**config.mk**
```make
export PLATFORM = sky130hd
export DESIGN_NAME = freq_step_ctrl
export DESIGN_NICKNAME = d
export VERILOG_FILES = /design/src/rtl/freq_step_ctrl.sv
export SDC_FILE = /design/constraint.sdc
export NUM_CORES = 1
export LEC_CHECK = 0
export BUFFER_PORTS_ARGS = -buffer_cell sky130_fd_sc_hd__buf_2
export CAP_MARGIN = 0
export CORE_MARGIN = 3
export CORE_UTILIZATION = 50
export DETAILED_ROUTE_END_ITERATION = 10
export GPL_TIMING_DRIVEN = 0
export HOLD_SLACK_MARGIN = 0.08
export PLACE_DENSITY = 0.64
export SETUP_SLACK_MARGIN = 0.1
export SYNTH_ARGS = -nofsm -noshare
export SYNTH_HDL_FRONTEND = slang
export SYNTH_SLANG_ARGS = --single-unit
```
**constraint.sdc**
```tcl
create_clock -name sysclk -period 3 [get_ports sysclk]
set_clock_uncertainty 0.2 [all_clocks]
set_input_delay 0.3 -clock sysclk [delete_from_list [all_inputs] [get_ports sysclk]]
set_output_delay 0.3 -clock sysclk [all_outputs]
set_load 0.05 [all_outputs]
```
**src/rtl/freq_step_ctrl.sv**
```systemverilog
// Plus/Minus button front end: sync, debounce, arbitration and hold-to-repeat
// stepping of the saturating 6-bit frequency Scale register.
module freq_step_ctrl #(
    parameter int DEBOUNCE_CYCLES = 1000,
    parameter int REPEAT_DELAY    = 50000,
    parameter int REPEAT_RATE     = 10000,
    parameter int SCALE_RESET     = 32,
    parameter int SCALE_MIN       = 0,
    parameter int SCALE_MAX       = 63
) (
    input  logic       sysclk,
    input  logic       reset,
    input  logic       Plus,
    input  logic       Minus,
    output logic [5:0] Scale,
    output logic       Step_up,
    output logic       Step_down,
    output logic       At_min,
    output logic       At_max
);

    localparam int DW   = $clog2(DEBOUNCE_CYCLES + 1);
    localparam int RMAX = (REPEAT_DELAY > REPEAT_RATE) ? REPEAT_DELAY : REPEAT_RATE;
    localparam int RW   = $clog2(RMAX);

    localparam logic [1:0] IDLE    = 2'd0;
    localparam logic [1:0] HOLD    = 2'd1;
    localparam logic [1:0] REPEAT  = 2'd2;
    localparam logic [1:0] LOCKOUT = 2'd3;

    // bit 0 = Plus, bit 1 = Minus
    logic [1:0]    s1, s2, deb, deb_q;
    logic [DW-1:0] cnt [2];

    logic [1:0]    state, state_nxt;
    logic          own, own_nxt;
    logic [RW-1:0] rcnt, rcnt_nxt;
    logic          step, step_up_dir;
    logic [5:0]    scale_nxt;
    logic          up_ok, dn_ok;
    logic          p_rise, m_rise, own_lvl, oth_lvl;

    always_ff @(posedge sysclk) begin
        if (reset) begin
            s1    <= '0;
            s2    <= '0;
            deb   <= '0;
            deb_q <= '0;
            for (int i = 0; i < 2; i++) cnt[i] <= '0;
        end else begin
            s1    <= {Minus, Plus};
            s2    <= s1;
            deb_q <= deb;
            for (int i = 0; i < 2; i++) begin
                if (cnt[i] == DW'(DEBOUNCE_CYCLES)) begin
                    deb[i] <= ~deb[i];
                    cnt[i] <= '0;
                end else if (s2[i] != deb[i]) begin
                    cnt[i] <= cnt[i] + DW'(1);
                end else begin
                    cnt[i] <= '0;
                end
            end
        end
    end

    assign p_rise  = deb[0] & ~deb_q[0];
    assign m_rise  = deb[1] & ~deb_q[1];
    assign own_lvl = own ? deb[0] : deb[1];
    assign oth_lvl = own ? deb[1] : deb[0];

    always_comb begin
        state_nxt   = state;
        own_nxt     = own;
        rcnt_nxt    = rcnt;
        step        = 1'b0;
        step_up_dir = own;
        unique case (state)
            IDLE: begin
                if (p_rise && m_rise) begin
                    state_nxt = LOCKOUT;
                end else if (p_rise || m_rise) begin
                    step        = 1'b1;
                    step_up_dir = p_rise;
                    own_nxt     = p_rise;
                    rcnt_nxt    = '0;
                    state_nxt   = HOLD;
                end
            end
            HOLD, REPEAT: begin
                if (!own_lvl) begin
                    state_nxt = IDLE;
                end else if (oth_lvl) begin
                    state_nxt = LOCKOUT;
                end else if ((state == HOLD && rcnt == RW'(REPEAT_DELAY - 1)) ||
                             (state == REPEAT && rcnt == RW'(REPEAT_RATE - 1))) begin
                    step      = 1'b1;
                    rcnt_nxt  = '0;
                    state_nxt = REPEAT;
                end else begin
                    rcnt_nxt = rcnt + RW'(1);
                end
            end
            LOCKOUT: begin
                if (deb == 2'b00) state_nxt = IDLE;
            end
            default: state_nxt = IDLE;
        endcase
    end

    // A step at the bound is swallowed here; the FSM still advances.
    always_comb begin
        scale_nxt = Scale;
        up_ok     = 1'b0;
        dn_ok     = 1'b0;
        if (step && step_up_dir && Scale != 6'(SCALE_MAX)) begin
            scale_nxt = Scale + 6'd1;
            up_ok     = 1'b1;
        end else if (step && !step_up_dir && Scale != 6'(SCALE_MIN)) begin
            scale_nxt = Scale - 6'd1;
            dn_ok     = 1'b1;
        end
    end

    always_ff @(posedge sysclk) begin
        if (reset) begin
            state     <= IDLE;
            own       <= 1'b0;
            rcnt      <= '0;
            Scale     <= 6'(SCALE_RESET);
            Step_up   <= 1'b0;
            Step_down <= 1'b0;
            At_min    <= (SCALE_RESET == SCALE_MIN);
            At_max    <= (SCALE_RESET == SCALE_MAX);
        end else begin
            state     <= state_nxt;
            own       <= own_nxt;
            rcnt      <= rcnt_nxt;
            Scale     <= scale_nxt;
            Step_up   <= up_ok;
            Step_down <= dn_ok;
            At_min    <= (scale_nxt == 6'(SCALE_MIN));
            At_max    <= (scale_nxt == 6'(SCALE_MAX));
        end
    end

endmodule

```
==> impl_metrics.csv <==
group,metric,value,unit
run_status,outcome,"finished, final reports clean",
floorplan,die_w,83.5,microns
grt,grt_max_degree,11,
cts,cts-buffers-inserted,9,
drt,routed_wl,5520,microns
floorplan,fp.dieArea,0.00698,sq mm
cells_and_area,post-route-util,62.9,%
sta,rsz0062_at_grt,"yes",
critical_path,crit_required,3.07,ns
synthesis,syn-cell-area,0.00301,sq mm
cts,insertion_delay,0.33,ns
synthesis,syn_inst,317,
sta,post-route-period-util,93.6,%
hold_path,hp-class,"register to register",
sta,worst_slew_pin_slew,0.535,ns
cells_and_area,diodes,0,
synthesis,synth_seq_cells,57,
drt,via_per_inst,4.99,
synthesis,synth_warnings,0,
power,p_leak,1.45,nW
critical_path,cpPeakStageDelay,0.36,ns
cts,cts_root_buffer,"clkbuf_8",
cts,cts_tree,"done",
drt,postRouteAntennaNets,0,
synthesis,ys.flop_type,"dfxtp_1",
sta,drv_slew,0,
sta,setup_slack,0.191,ns
sta,period_minus_slack,2.81,ns
critical_path,critical_path.cell_chain,"buf_6 > and2b_2 > inv_2 > ha_4 > nor3b_4 > mux2i_4 > nand2_2 > mux2_2 > o32a_1 > nor3_2 > and3_1",
cells_and_area,post_route_cells_drive_above_1_share,16.8,%
synthesis,async_flop_share,0,%
grt,antenna_found_initial,0,
drt,vias,2225,
cells_and_area,fin_cells,446,
critical_path,worstSetupEndpointType,"register",
sta,setup_viol,0,
placement,place_hpwl,3760,microns
synthesis,yosysUniqueCellTypes,52,
grt,first_global_vias,2178,
critical_path,cp-start-kind,"register",
critical_path,critPathArrivalTime,2.88,ns
critical_path,r2r_setup_slack,0.19,ns
placement,placed_cells,421,
grt,grtUsageTotal,17.0,%
cells_and_area,fillerInstances,493,
critical_path,worst-setup-path-type,"register to register",
sta,hold_violations,0,
drt,wl_met2,2470,microns
placement,place_congestion,0.758,
power,power_density,502,mW/mm^2
critical_path,endpoint,"At_max",
drt,drt_pre_antenna_iters,4,
cts,cts.sinks,57,
cts,htreeDepth,3,
run,cap_viol_max_count,0,
drt,avgRoutedWirePerCell,12.4,microns
floorplan,core.rowCount,27,
placement,dpl_cell_area,0.00323,sq mm
sta,fmax,356,MHz
critical_path,reg2reg_to,"At_max",
synthesis,ys_seq_area_share,44.6,%
critical_path,r2r-start,"deb[0]",
drt,first_iter_violations,56,
sta,timing.setup.tns,0,ns
drt,wl_met1,2810,microns
cts,cts_buffer_depth,2,
synthesis,synth_edf_count,20,
cells_and_area,final_common_cell,"nor2_1",
cells_and_area,final_cell_mix,"nor2_1, dfxtp_1, nand2_1, xor2_1",
critical_path,worstSetupStartpoint,"deb[0]",
critical_path,crit_fanout,8,
drt,dr_wl_met3,114,microns
placement,dp_slack,-0.0208,ns
power,ir_drop,0.384,mV
floorplan,start_util,53.0,%
sta,slew_headroom,64.3,%
drt,drcViolationCount,0,
critical_path,crit_slowest_cell,"mux2i_4",
floorplan,core_area,0.00568,sq mm
grt,grt_pass1_wl,9800,microns
cells_and_area,synthToLayoutAreaGrowth,18.9,%
placement,io_buffers,13,
critical_path,r2r_cells,11,
floorplan,die_h,83.5,microns
cts,clkTransAtPathRegs,0.07,ns
cells_and_area,final_area,0.00357,sq mm
synthesis,avgSynthCellArea,9.48,sq um
floorplan,io_pins,14,
cells_and_area,final_nets,390,
drt,top_layer_used,"met4",
grt,grt-ovfl-total,0,
## sequential cells by signal (all words and copies together) (netlist names)
name       flops
s2             2
At_min         1
At_max         1
state          2
deb_q          2
own            1
rcnt          16
deb            2
Step_down      1
Step_up        1
Scale          6
s1             2
cnt           20
## worst max-delay path, delay by kind of cell (launching register included)
family	cells	cell delay [ns]
mux	2	0.64
simple gates	5	0.92
flops	1	0.32
buf+inv	2	0.18
fa+ha+maj	1	0.17
compound gates	1	0.32
## Yosys cell counts (9+ instances only)
cell | instances | area (sq um)
nor2_1 | 52 | 195
dfxtp_1 | 37 | 741
nand2_1 | 24 | 90.1
xor2_1 | 23 | 201
edfxtp_1 | 20 | 601
ha_1 | 17 | 213
xnor2_1 | 17 | 149
nand3_1 | 16 | 80.1
inv_1 | 12 | 45.0
and3_1 | 11 | 68.8
nor2b_1 | 9 | 56.3
nor3_1 | 9 | 45.0
## metal layers
layer	track usage [%]	vias up
met5	0	-
met4	8.63	0
met3	3.36	12
met2	24.9	18
met1	23.9	1025
li1	-	1170
## through the flow
step                hold WS, ns  total power [mW]
finish                    0.240              1.79
detailed placement        0.223              1.21
CTS                       0.248              1.81
global route              0.272              1.91
floorplan                 0.214              1.14
global placement          0.218              1.20
## how the worst min path moves through the flow
stage	slack [ns]	from	endpoint	depth (start not counted)
finish	0.24	s1[0]	s2[0]	1
global route	0.27	s1[1]	s2[1]	1
CTS	0.25	s1[0]	s2[0]	1
detailed placement	0.22	s1[0]	s2[0]	1
global placement	0.22	s1[0]	s2[0]	1
floorplan	0.21	s1[0]	s2[0]	1
## power breakdown
part	total (mW)	switching, mW	internal, mW
registers	0.866	0.0337	0.832
logic	0.334	0.192	0.142
clock network	0.592	0.304	0.288
total	1.79	0.530	1.26
## kinds of logic after synthesis
logic type | synth area share (%)
DFF | 44.6
adders and majority gates | 7.08
other | 0.125
buffers and inverters | 2.87
muxes | 1.87
and+or+nand+nor | 25.7
AOI/OAI and AO/OA | 6.04
xor gates and xnor gates | 11.7
## cell type report
type / count / area, sq um / area share [%]
clock buffers: 9 / 124 / 3.47
inverters: 12 / 45.0 / 1.26
multi-input cells: 258 / 1740 / 48.8
well taps: 72 / 90.1 / 2.52
repair buffers: 22 / 144 / 4.03
plain buffers: 9 / 47.5 / 1.33
flip-flops and latches: 57 / 1340 / 37.6
clock inverters: 7 / 37.5 / 1.05
## what timing repair did
| item | CTS | global route |
|---|---|---|
| gates cloned | 0 | 0 |
| resized for setup | 5 | 16 |
| pin swaps | 1 | 6 |
| endpoints found under the hold margin | 3 | 0 |
| hold buffers | 3 | 0 |
| setup buffers | 2 | 4 |
| setup endpoints to repair | 2 | 5 |
Power figures use the tool's default switching activity.
